==> config.mk <==
export PLATFORM = sky130hd
export DESIGN_NAME = clock_reset_mgr
export DESIGN_NICKNAME = d
export VERILOG_FILES = /design/src/rtl/clock_reset_mgr.sv
export SDC_FILE = /design/constraint.sdc
export NUM_CORES = 1
export LEC_CHECK = 0
export CAP_MARGIN = 20
export CELL_PAD_IN_SITES_DETAIL_PLACEMENT = 0
export CELL_PAD_IN_SITES_GLOBAL_PLACEMENT = 1
export CORE_UTILIZATION = 44
export DETAILED_ROUTE_END_ITERATION = 8
export GPL_TIMING_DRIVEN = 0
export PLACE_DENSITY_LB_ADDON = 0.1
export SLEW_MARGIN = 20
export SYNTH_ARGS = -nofsm -noshare
export SYNTH_HDL_FRONTEND = slang
export SYNTH_SLANG_ARGS = --single-unit
==> constraint.sdc <==
create_clock -name clk_ref -period 2.1 [get_ports clk_ref]
set_input_delay 0.315 -clock clk_ref [delete_from_list [all_inputs] [get_ports clk_ref]]
set_output_delay 0.315 -clock clk_ref [all_outputs]
set_load 0.01 [all_outputs]
==> src/rtl/clock_reset_mgr.sv <==
// Clock and reset manager: CPU clock source select, divide and glitch-free gating,
// plus the cold-reset sequencer (PLL lock wait, debounce, staged domain release).
`timescale 1ns/1ps

module clock_reset_mgr (
    input  logic       clk_ref,
    input  logic       por_n,
    input  logic       rst_ext_n,
    input  logic       pll_clk,
    input  logic       pll_locked,
    input  logic       clk_gate_en,
    input  logic [2:0] clk_div_sel,
    input  logic       test_mode,
    output logic       clk_cpu,
    output logic       clk_test,
    output logic       rst_cold_n,
    output logic       rst_cpu_n,
    output logic       rst_test_n,
    output logic       rst_done
);

    typedef enum logic [1:0] {
        ST_WAIT_LOCK = 2'd0,
        ST_DEBOUNCE  = 2'd1,
        ST_STAGE     = 2'd2,
        ST_DONE      = 2'd3
    } state_t;

    localparam logic [8:0] DBC_LAST = 9'd256;
    localparam logic [3:0] STG_LAST = 4'd13;

    logic       rst_i_s;
    state_t     state_r;
    state_t     state_s;
    logic [8:0] dbc_cnt_r;
    logic [8:0] dbc_cnt_s;
    logic [3:0] stg_cnt_r;
    logic [3:0] stg_cnt_s;
    logic       cold_r;
    logic       cold_s;
    logic       rel_req_r;
    logic       rel_req_s;
    logic [1:0] cpu_sync_r;
    logic [1:0] test_sync_r;
    logic       done_r;

    logic [2:0] div_cnt_r;
    logic [2:0] div_sel_r;
    logic       src_clk_s;
    logic       div_clk_s;
    logic       gate_en_s;
    logic       en_lat_r;

    assign rst_i_s = ~(por_n & rst_ext_n);

    // Sequencer next-state: the lock edge itself is the first debounce count.
    always_comb begin
        state_s   = state_r;
        dbc_cnt_s = dbc_cnt_r;
        stg_cnt_s = stg_cnt_r;
        cold_s    = cold_r;
        rel_req_s = rel_req_r;
        case (state_r)
            ST_WAIT_LOCK: begin
                if (pll_locked) begin
                    state_s   = ST_DEBOUNCE;
                    dbc_cnt_s = 9'd1;
                end else begin
                    dbc_cnt_s = 9'd0;
                end
            end
            ST_DEBOUNCE: begin
                if (!pll_locked) begin
                    state_s   = ST_WAIT_LOCK;
                    dbc_cnt_s = 9'd0;
                end else if (dbc_cnt_r == DBC_LAST) begin
                    state_s = ST_STAGE;
                    cold_s  = 1'b1;
                end else begin
                    dbc_cnt_s = dbc_cnt_r + 9'd1;
                end
            end
            ST_STAGE: begin
                // Release request leaves two edges for the domain synchronizers.
                if (stg_cnt_r == STG_LAST) begin
                    state_s   = ST_DONE;
                    rel_req_s = 1'b1;
                end else begin
                    stg_cnt_s = stg_cnt_r + 4'd1;
                end
            end
            ST_DONE: begin
                state_s = ST_DONE;
            end
            default: begin
                state_s   = ST_WAIT_LOCK;
                dbc_cnt_s = 9'd0;
                stg_cnt_s = 4'd0;
                cold_s    = 1'b0;
                rel_req_s = 1'b0;
            end
        endcase
    end

    // Sequencer state, domain release synchronizers and completion flag.
    always_ff @(posedge clk_ref) begin
        if (rst_i_s) begin
            state_r     <= ST_WAIT_LOCK;
            dbc_cnt_r   <= 9'd0;
            stg_cnt_r   <= 4'd0;
            cold_r      <= 1'b0;
            rel_req_r   <= 1'b0;
            cpu_sync_r  <= 2'b00;
            test_sync_r <= 2'b00;
            done_r      <= 1'b0;
        end else begin
            state_r     <= state_s;
            dbc_cnt_r   <= dbc_cnt_s;
            stg_cnt_r   <= stg_cnt_s;
            cold_r      <= cold_s;
            rel_req_r   <= rel_req_s;
            cpu_sync_r  <= {cpu_sync_r[0], rel_req_r};
            test_sync_r <= {test_sync_r[0], rel_req_r};
            done_r      <= cpu_sync_r[1] & test_sync_r[1];
        end
    end

    // Free-running divider; the select only changes on wrap so no truncated phase.
    always_ff @(posedge clk_ref) begin
        if (rst_i_s) begin
            div_cnt_r <= 3'd0;
            div_sel_r <= 3'd0;
        end else begin
            div_cnt_r <= div_cnt_r + 3'd1;
            if (div_cnt_r == 3'd7) begin
                div_sel_r <= clk_div_sel;
            end else begin
                div_sel_r <= div_sel_r;
            end
        end
    end

    // Source select and divided-clock tap.
    always_comb begin
        src_clk_s = test_mode ? clk_ref : pll_clk;
        div_clk_s = src_clk_s;
        case (div_sel_r)
            3'b001:  div_clk_s = div_cnt_r[0];
            3'b010:  div_clk_s = div_cnt_r[1];
            3'b011:  div_clk_s = div_cnt_r[2];
            default: div_clk_s = src_clk_s;
        endcase
    end

    assign gate_en_s = ~clk_gate_en | test_mode;

    // ICG latch: enable may only change while the divided clock is low.
    always_latch begin
        if (!div_clk_s) begin
            en_lat_r <= gate_en_s;
        end
    end

    assign clk_cpu    = div_clk_s & en_lat_r;
    assign clk_test   = clk_ref;
    assign rst_cold_n = cold_r;
    assign rst_cpu_n  = cpu_sync_r[1];
    assign rst_test_n = test_sync_r[1];
    assign rst_done   = done_r;

endmodule

==> results.md, run 1 <==
- Post-synth EDFFs: 0
- Initial Util: 0.4627
- Crit path arrival time: about 2.6 ns
- Die Wd: between 50 and 60 um
- # DRC: 0
- WL per Instance: ~14 um
- #FFs+latches synth: 27
- RePlAce Congestion: 0.7879
- Layout cells sized above 1: 0.1796
- Crit Path Category: latch to output port
- Syn Area/Cell: 9.511 um^2
- Min-Delay Path Class: input port to register
- Worst-skew pair later-pin latency: 0.65 ns
- Pins Over Slew Limit: 0
- Setup WS post-layout: -0.7945 ns
- Nets@finish: 182
- Antenna Cells: 0
- Synth warnings: 0
- First-pass GRT wire length: 4712 um
- Vias in the first global route: 1169
- Io pins: 16
- Final setup vio count: 2
- Critical Path Fanout Max: 1
- Antenna violations before repair: 0
- CP Launch Type: latch
- Worst-Margin Slew: 0.6057 ns
- Skew final: ~0.0054 ns
- Area growth, synth to finish: 27.79%
- Worst IR drop on VDD: between 700 and 800 uV
- Asr flop ratio synth: 0
- HPWL Detailed: about 1900 um
- DRT Pass-1 Iters: 4
- # fillers: 245
- Top_reg_cell synth: dfxtp_1
- Pleak: between 0.0006 and 0.0007 uW
- Clock slew at reported path FFs: roughly 0.14 ns
- Pwr Total: between 1000 and 1500 uW
- Antenna-violating nets left: 0
- Outcome: complete, but fails checks
- Vias after detailed routing: 1113
- Core box area: 2734 um^2
- Failing checks: setup timing
- Hold Vio Cnt, Final: 0
- Cell count after synthesis: about 130
- PortBufs: 14
- Cell Area, Synth: 1265 um^2
- Worst rel slew slack: 0.5951
- Row cnt: 19
- Total Wirelength: 2752 um
- TritonCTS clock tree: built
- DRT iter0 DRCs: 51
- Synth unique cells: slightly above 40
- Max cap viols: 0
- Core Util, Final: 0.5913
- GRT Util Overall: 0.2045
- GRT overflow: 0
- Die H: 55.62 um
- Largest net degree at the start of global routing: 15
- DR vias/cell: 5.621
- WP data required: between 1.5 and 2 ns
- CP endpoint kind: output port
- Unrepaired setup endpoints after global routing: yes
- DIE AREA: 3094 um^2
- Syn_nets: 149
- Power per cell area: approximately 830 nW/um^2
## critical path, cell delays in order, from the launching register on
cell,delay [ns]
dlxtn_2,0.43
inv_2,0.03
a221oi_2,0.16
buf_2,0.17
## power by group
part           switching, uW  internal (uW)
combinational           20.8           21.0
clock                    279            518
sequential              4.18            505
## synthesized netlist by cell type (all sizes together) (2+ instances only)
| cell type | number | share of area |
|---|---|---|
| nor4b | 2 | 0.024 |
| o31ai | 2 | 0.012 |
| buf | 2 | 0.012 |
| o41ai | 2 | 0.014 |
| nor2 | 11 | 0.033 |
| a31oi | 3 | 0.015 |
| ha | 6 | 0.059 |
| and2 | 2 | 0.0099 |
| a21oi | 3 | 0.012 |
| a32o | 2 | 0.016 |
| o211ai | 2 | 0.012 |
| xor2 | 2 | 0.014 |
| o21ai | 4 | 0.016 |
| a21o | 2 | 0.012 |
| nor4 | 2 | 0.015 |
| nand2b | 2 | 0.0099 |
| or4 | 3 | 0.018 |
| and4 | 3 | 0.021 |
| nand4 | 4 | 0.020 |
| dfxtp | 26 | 0.41 |
| and3 | 6 | 0.030 |
| clkbuf | 4 | 0.012 |
| o311ai | 2 | 0.014 |
| inv | 9 | 0.027 |
| mux2i | 5 | 0.040 |
| nand3 | 2 | 0.012 |
| nand4b | 2 | 0.014 |
| or3 | 2 | 0.0099 |
| nand2 | 6 | 0.018 |
## sequential cells by signal (all words and copies together) (netlist names)
register,flops
stg_cnt_r,4
rel_req_r,1
div_sel_r,3
state_r,2
rst_done,1
cpu_sync_r,2
div_cnt_r,3
dbc_cnt_r,9
en_lat_r,1
rst_cold_n,1
## placed cells by master (no fill, tap or decap), types with 4 or more instances in the layout
cell type,instances
and3_1,6
clkbuf_1,5
clkbuf_4,16
clkdlybuf4s50_1,12
dfxtp_1,26
ha_1,6
inv_1,8
mux2i_1,5
nand2_1,6
nand4_1,4
nor2_1,11
o21ai_0,4
## kinds of logic (layout without fill, tap and decap cells)
kind of cell / after synthesis / after routing / synth area share
AOI/OAI and AO/OA: 29 / 29 / 0.1691
xor gates and xnor gates: 2 / 2 / 0.01385
adders and majority gates: 6 / 6 / 0.05935
buffers and inverters: 15 / 49 / 0.05044
DFF: 26 / 26 / 0.4115
latches: 1 / 1 / 0.01187
muxes: 5 / 5 / 0.03957
and+or+nand+nor: 49 / 49 / 0.2443
## what timing repair did
action / CTS / global route
resized for setup: 12 / 0
setup buffers: 0 / 0
setup endpoints to repair: 2 / 2
hold buffers: 0 / 0
endpoints found under the hold margin: 0 / 0
## metal layers
layer	global-route usage	share of wire	vias up
met2	0.2909	0.47	22
met5	0	0	-
li1	-	-	571
met3	0.1116	0.041	8
met4	0.1429	0.015	0
met1	0.2318	0.47	512
## worst paths after layout
check / start / endpoint / slack, ns / cells after the start
worst max-delay path: en_lat_r / clk_cpu / -0.79 / 3
worst min register to register: stg_cnt_r[3] / stg_cnt_r[3] / 0.47 / 1
worst min-delay path: por_n / rst_done / 0.08 / 2
worst max register to register: dbc_cnt_r[0] / dbc_cnt_r[0] / 0.44 / 5
## final cells by class
type                       instances  area (um^2)  share of cell area
clock inverter                     1        17.52             0.01084
buffer                             6        30.03             0.01858
multi-input combinational         91        671.9              0.4156
sequential                        27        536.8              0.3320
timing repair buffer              12        120.1             0.07430
tap                               31        38.79             0.02399
inverter                           9        33.78             0.02090
clock buffer                      21        167.7              0.1037
## per-stage QoR
stage	setup WS, ns	area [um^2]	hold WS [ns]	setup TNS [ns]	std cells
floorplan	0.09316	1271	0.4068	0	133
global placement	-0.3866	1450	0.4322	-0.3866	178
detailed placement	-0.3980	1450	0.4411	-0.3980	178
CTS	-0.8104	1617	0.07391	-1.132	198
global route	-0.9276	1617	0.09573	-1.277	198
finish	-0.7945	1617	0.08157	-1.098	198
(Power assumes the default switching activity.)
==> inputs of run 2 (changes only) <==
--- a/config.mk
+++ b/config.mk
@@ -5,10 +5,11 @@
 export SDC_FILE = /design/constraint.sdc
 export NUM_CORES = 1
 export LEC_CHECK = 0
+export ABC_AREA = 1
 export CAP_MARGIN = 20
 export CELL_PAD_IN_SITES_DETAIL_PLACEMENT = 0
 export CELL_PAD_IN_SITES_GLOBAL_PLACEMENT = 1
-export CORE_UTILIZATION = 44
+export CORE_UTILIZATION = 42
 export DETAILED_ROUTE_END_ITERATION = 8
 export GPL_TIMING_DRIVEN = 0
 export PLACE_DENSITY_LB_ADDON = 0.1
==> results.md, run 2 <==
- Failing checks: setup timing (unchanged)
- Nets@finish: 234 (was 182)
- Worst IR drop on VDD: 354.4 uV (was 745.2 uV)
- Worst-Margin Slew: 0.4154 ns (was 0.6057 ns)
- Post-synth top cells: nand2_1 (41), dfxtp_1 (26), inv_1 (26) (was dfxtp_1 (26), nor2_1 (11), inv_1 (9))
- Syn_nets: 202 (was 149)
- Max cap viols: 0 (unchanged)
- Layout cells sized above 1: 0.1872 (was 0.1796)
- Syn Area/Cell: 7.104 um^2 (was 9.511 um^2)
- Footprint of the multi-input gates: 636.9 um^2 (was 671.9 um^2)
- Setup WS pre-CTS: -0.3373 ns (was -0.3980 ns)
- Largest net degree at the start of global routing: 16 (was 15)
- Asr flop ratio synth: 0 (unchanged)
- Synth unique cells: 28 (was 41)
- Final setup vio count: 2 (unchanged)
- Clock slew at reported path FFs: 0.16 ns (was 0.14 ns)
- CP max stage cell: dlxtn_1 (was dlxtn_2)
- Power per cell area: 804.8 nW/um^2 (was 834.4 nW/um^2)
- Synth warnings: 0 (unchanged)
- Unrepaired setup endpoints after global routing: yes (unchanged)
- WL per Instance: 10.98 um (was 13.90 um)
- Synth top area cells: dfxtp_1 (39%), nand2_1 (12%), inv_1 (7.4%) (was dfxtp_1 (41%), ha_1 (5.9%), mux2i_1 (4.0%))
- Commonest non-fill, non-tap cell in the layout: nand2_1 (was dfxtp_1)
- Most frequent cells in the layout: nand2_1 (41), inv_1 (26), dfxtp_1 (26) (was dfxtp_1 (26), clkbuf_4 (16), clkdlybuf4s50_1 (12))
- DIE AREA: 3374 um^2 (was 3094 um^2)
- #FFs+latches synth: 27 (unchanged)
- DRT iter0 DRCs: 59 (was 51)
- Critical path, cell by cell: a21boi_2, buf_2 (was inv_2, a221oi_2, buf_2)
- RePlAce Congestion: 0.8446 (was 0.7879)
- GRT overflow: 0 (unchanged)
- Count leader, synth: nand2_1 (was dfxtp_1)
- CTS hold repair buffers: 0 (unchanged)
- Skew final: 0.01184 ns (was 0.005354 ns)
- Placed inst area: 1514 um^2 (was 1450 um^2)
- Io pins: 16 (unchanged)
- Cell count after synthesis: 186 (was 133)
- Routed wl met2: 1369 um (was 1289 um)
- Vias after detailed routing: 1248 (was 1113)
- Antenna violations before repair: 0 (unchanged)
- Setup_tns: -0.9701 ns (was -1.098 ns)
- Max reg flops: 9 (unchanged)
- DRT Pass-1 Iters: 4 (unchanged)
- # DRC: 0 (unchanged)
- Row cnt: 19 (unchanged)
- Hold Vio Cnt, Final: 0 (unchanged)
- Regs by FF count: dbc_cnt_r (9), stg_cnt_r (4) (unchanged)
- Outcome: complete, but fails checks (unchanged)
- Antenna Cells: 0 (unchanged)
- Slowest stage delay, CP: 0.39 ns (was 0.43 ns)
- Post-synth EDFFs: 0 (unchanged)
- CP Launch Type: latch (unchanged)
- WP data required: 1.78 ns (about the same)
- Initial Util: 0.4593 (was 0.4627)
- Pins Over Slew Limit: 0 (unchanged)
- Top_reg_cell synth: dfxtp_1 (unchanged)
- PortBufs: 14 (unchanged)
- Setup WS post-layout: -0.6555 ns (was -0.7945 ns)
- Cell Area, Synth: 1321 um^2 (was 1265 um^2)
- Top reg by flops: dbc_cnt_r (unchanged)
- Die Wd: 58.09 um (was 55.62 um)
- Post-CTS setup buffers: 0 (unchanged)
- DR vias/cell: 4.782 (was 5.621)
- Met3 wire length: 163 um (was 114 um)
- Worst rel slew slack: 0.7231 (was 0.5951)
- Crit Path Category: latch to output port (unchanged)
- Max Used Layer: met4 (unchanged)
- Metal-1 WL: 1275 um (was 1305 um)
- First-pass GRT wire length: 5078 um (was 4712 um)
- Min-Delay Path Class: input port to register (unchanged)
- Pleak: 0.0007188 uW (was 0.0006245 uW)
- Yosys top cell area share: 0.3939 (was 0.4115)
- TritonCTS clock tree: built (unchanged)
- Total Wirelength: 2866 um (was 2752 um)
- CP endpoint kind: output port (unchanged)
- Area leader, netlist: dfxtp_1 (unchanged)
- Design area: 1672 um^2 (was 1617 um^2)
- Vias in the first global route: 1268 (was 1169)
- # fillers: 273 (was 245)
- Register area: 535.5 um^2 (was 536.8 um^2)
- Die H: 58.09 um (was 55.62 um)
- Core box area: 2877 um^2 (was 2734 um^2)
- Crit path arrival time: 2.44 ns (was 2.58 ns)
- HPWL Detailed: 1995 um (was 1949 um)
- Critical Path Fanout Max: 1 (unchanged)
- Worst-skew pair later-pin latency: 0.55 ns (was 0.65 ns)
- Antenna-violating nets left: 0 (unchanged)
- Area growth, synth to finish: 26.51% (was 27.79%)
- GRT Util Overall: 0.2127 (was 0.2045)
run 2: changes by cell type in the layout (fill, tap and decap cells not counted), sizes merged, moves of 6 or more:
cell / before / now
a21oi: 3 / 13
and3: 6 / 0
nand2: 6 / 45
nor2: 11 / 19
inv: 9 / 31
nand3: 2 / 15
o21ai: 4 / 10
run 2: worst max-delay path: cells and delay by family (launching register included):
kind,cells,cell delay [ns]
buffers and inverters,1,0.13
latches,1,0.39
AO/OA/AOI/OAI,1,0.14
run 2: logic make-up (layout without fill, tap and decap cells):
family | after synthesis | in the layout | synth area share
AND/OR/NAND/NOR | 86 | 86 | 0.2936
buffers and inverters | 37 | 70 | 0.1155
AO/OA/AOI/OAI | 30 | 30 | 0.1288
flip-flops | 26 | 26 | 0.3939
adder cells (fa/ha/maj) | 6 | 6 | 0.05682
latches | 1 | 1 | 0.01136
run 2: final timing paths:
path,end,from,depth (start not counted),slack (ns)
setup / recovery,clk_cpu,en_lat_r,2,-0.66
hold / removal,dbc_cnt_r[6],pll_locked,3,0.08
setup reg to reg,dbc_cnt_r[8],dbc_cnt_r[0],7,0.58
hold reg to reg,cpu_sync_r[1],cpu_sync_r[0],2,0.43
max in group gated,clock gate,div_sel_r[1],4,0.46
min in group gated,clock gate,div_sel_r[2],2,2.59
run 2: cell type report:
cell class              count  area share
clock buffers              20     0.08608
well taps                  42     0.03144
inverters                  32     0.07260
repair buffers             12     0.07186
flip-flops and latches     27      0.3204
clock inverters             1     0.01796
multi-input cells         122      0.3810
plain buffers               5     0.01871
run 2: where the power goes:
| group | switching (uW) | internal (uW) |
|---|---|---|
| logic | 25.7 | 22.6 |
| registers | 4.12 | 504 |
| clock network | 275 | 514 |
run 2: metal layers:
layer / vias up / GRT usage
li1: 656 / -
met1: 553 / 0.2317
met2: 33 / 0.3071
met3: 6 / 0.09598
met4: 0 / 0.1939
met5: - / 0
run 2: timing repair:
item                                    in CTS  in global routing
hold endpoints to repair                     0                  0
resized for setup                           11                  0
endpoints found under the setup margin       2                  2
run 2: per-stage QoR:
step	util	hold slack [ns]	power, uW	instances
after floorplan	-	0.3936	600.2	186
final	0.5811	0.08233	1345	261
after global placement	0.5263	0.4007	671.3	242
after CTS	0.5811	0.07637	1368	261
after global routing	0.5811	0.06667	1413	261
after detailed placement	0.5263	0.4129	672.9	242
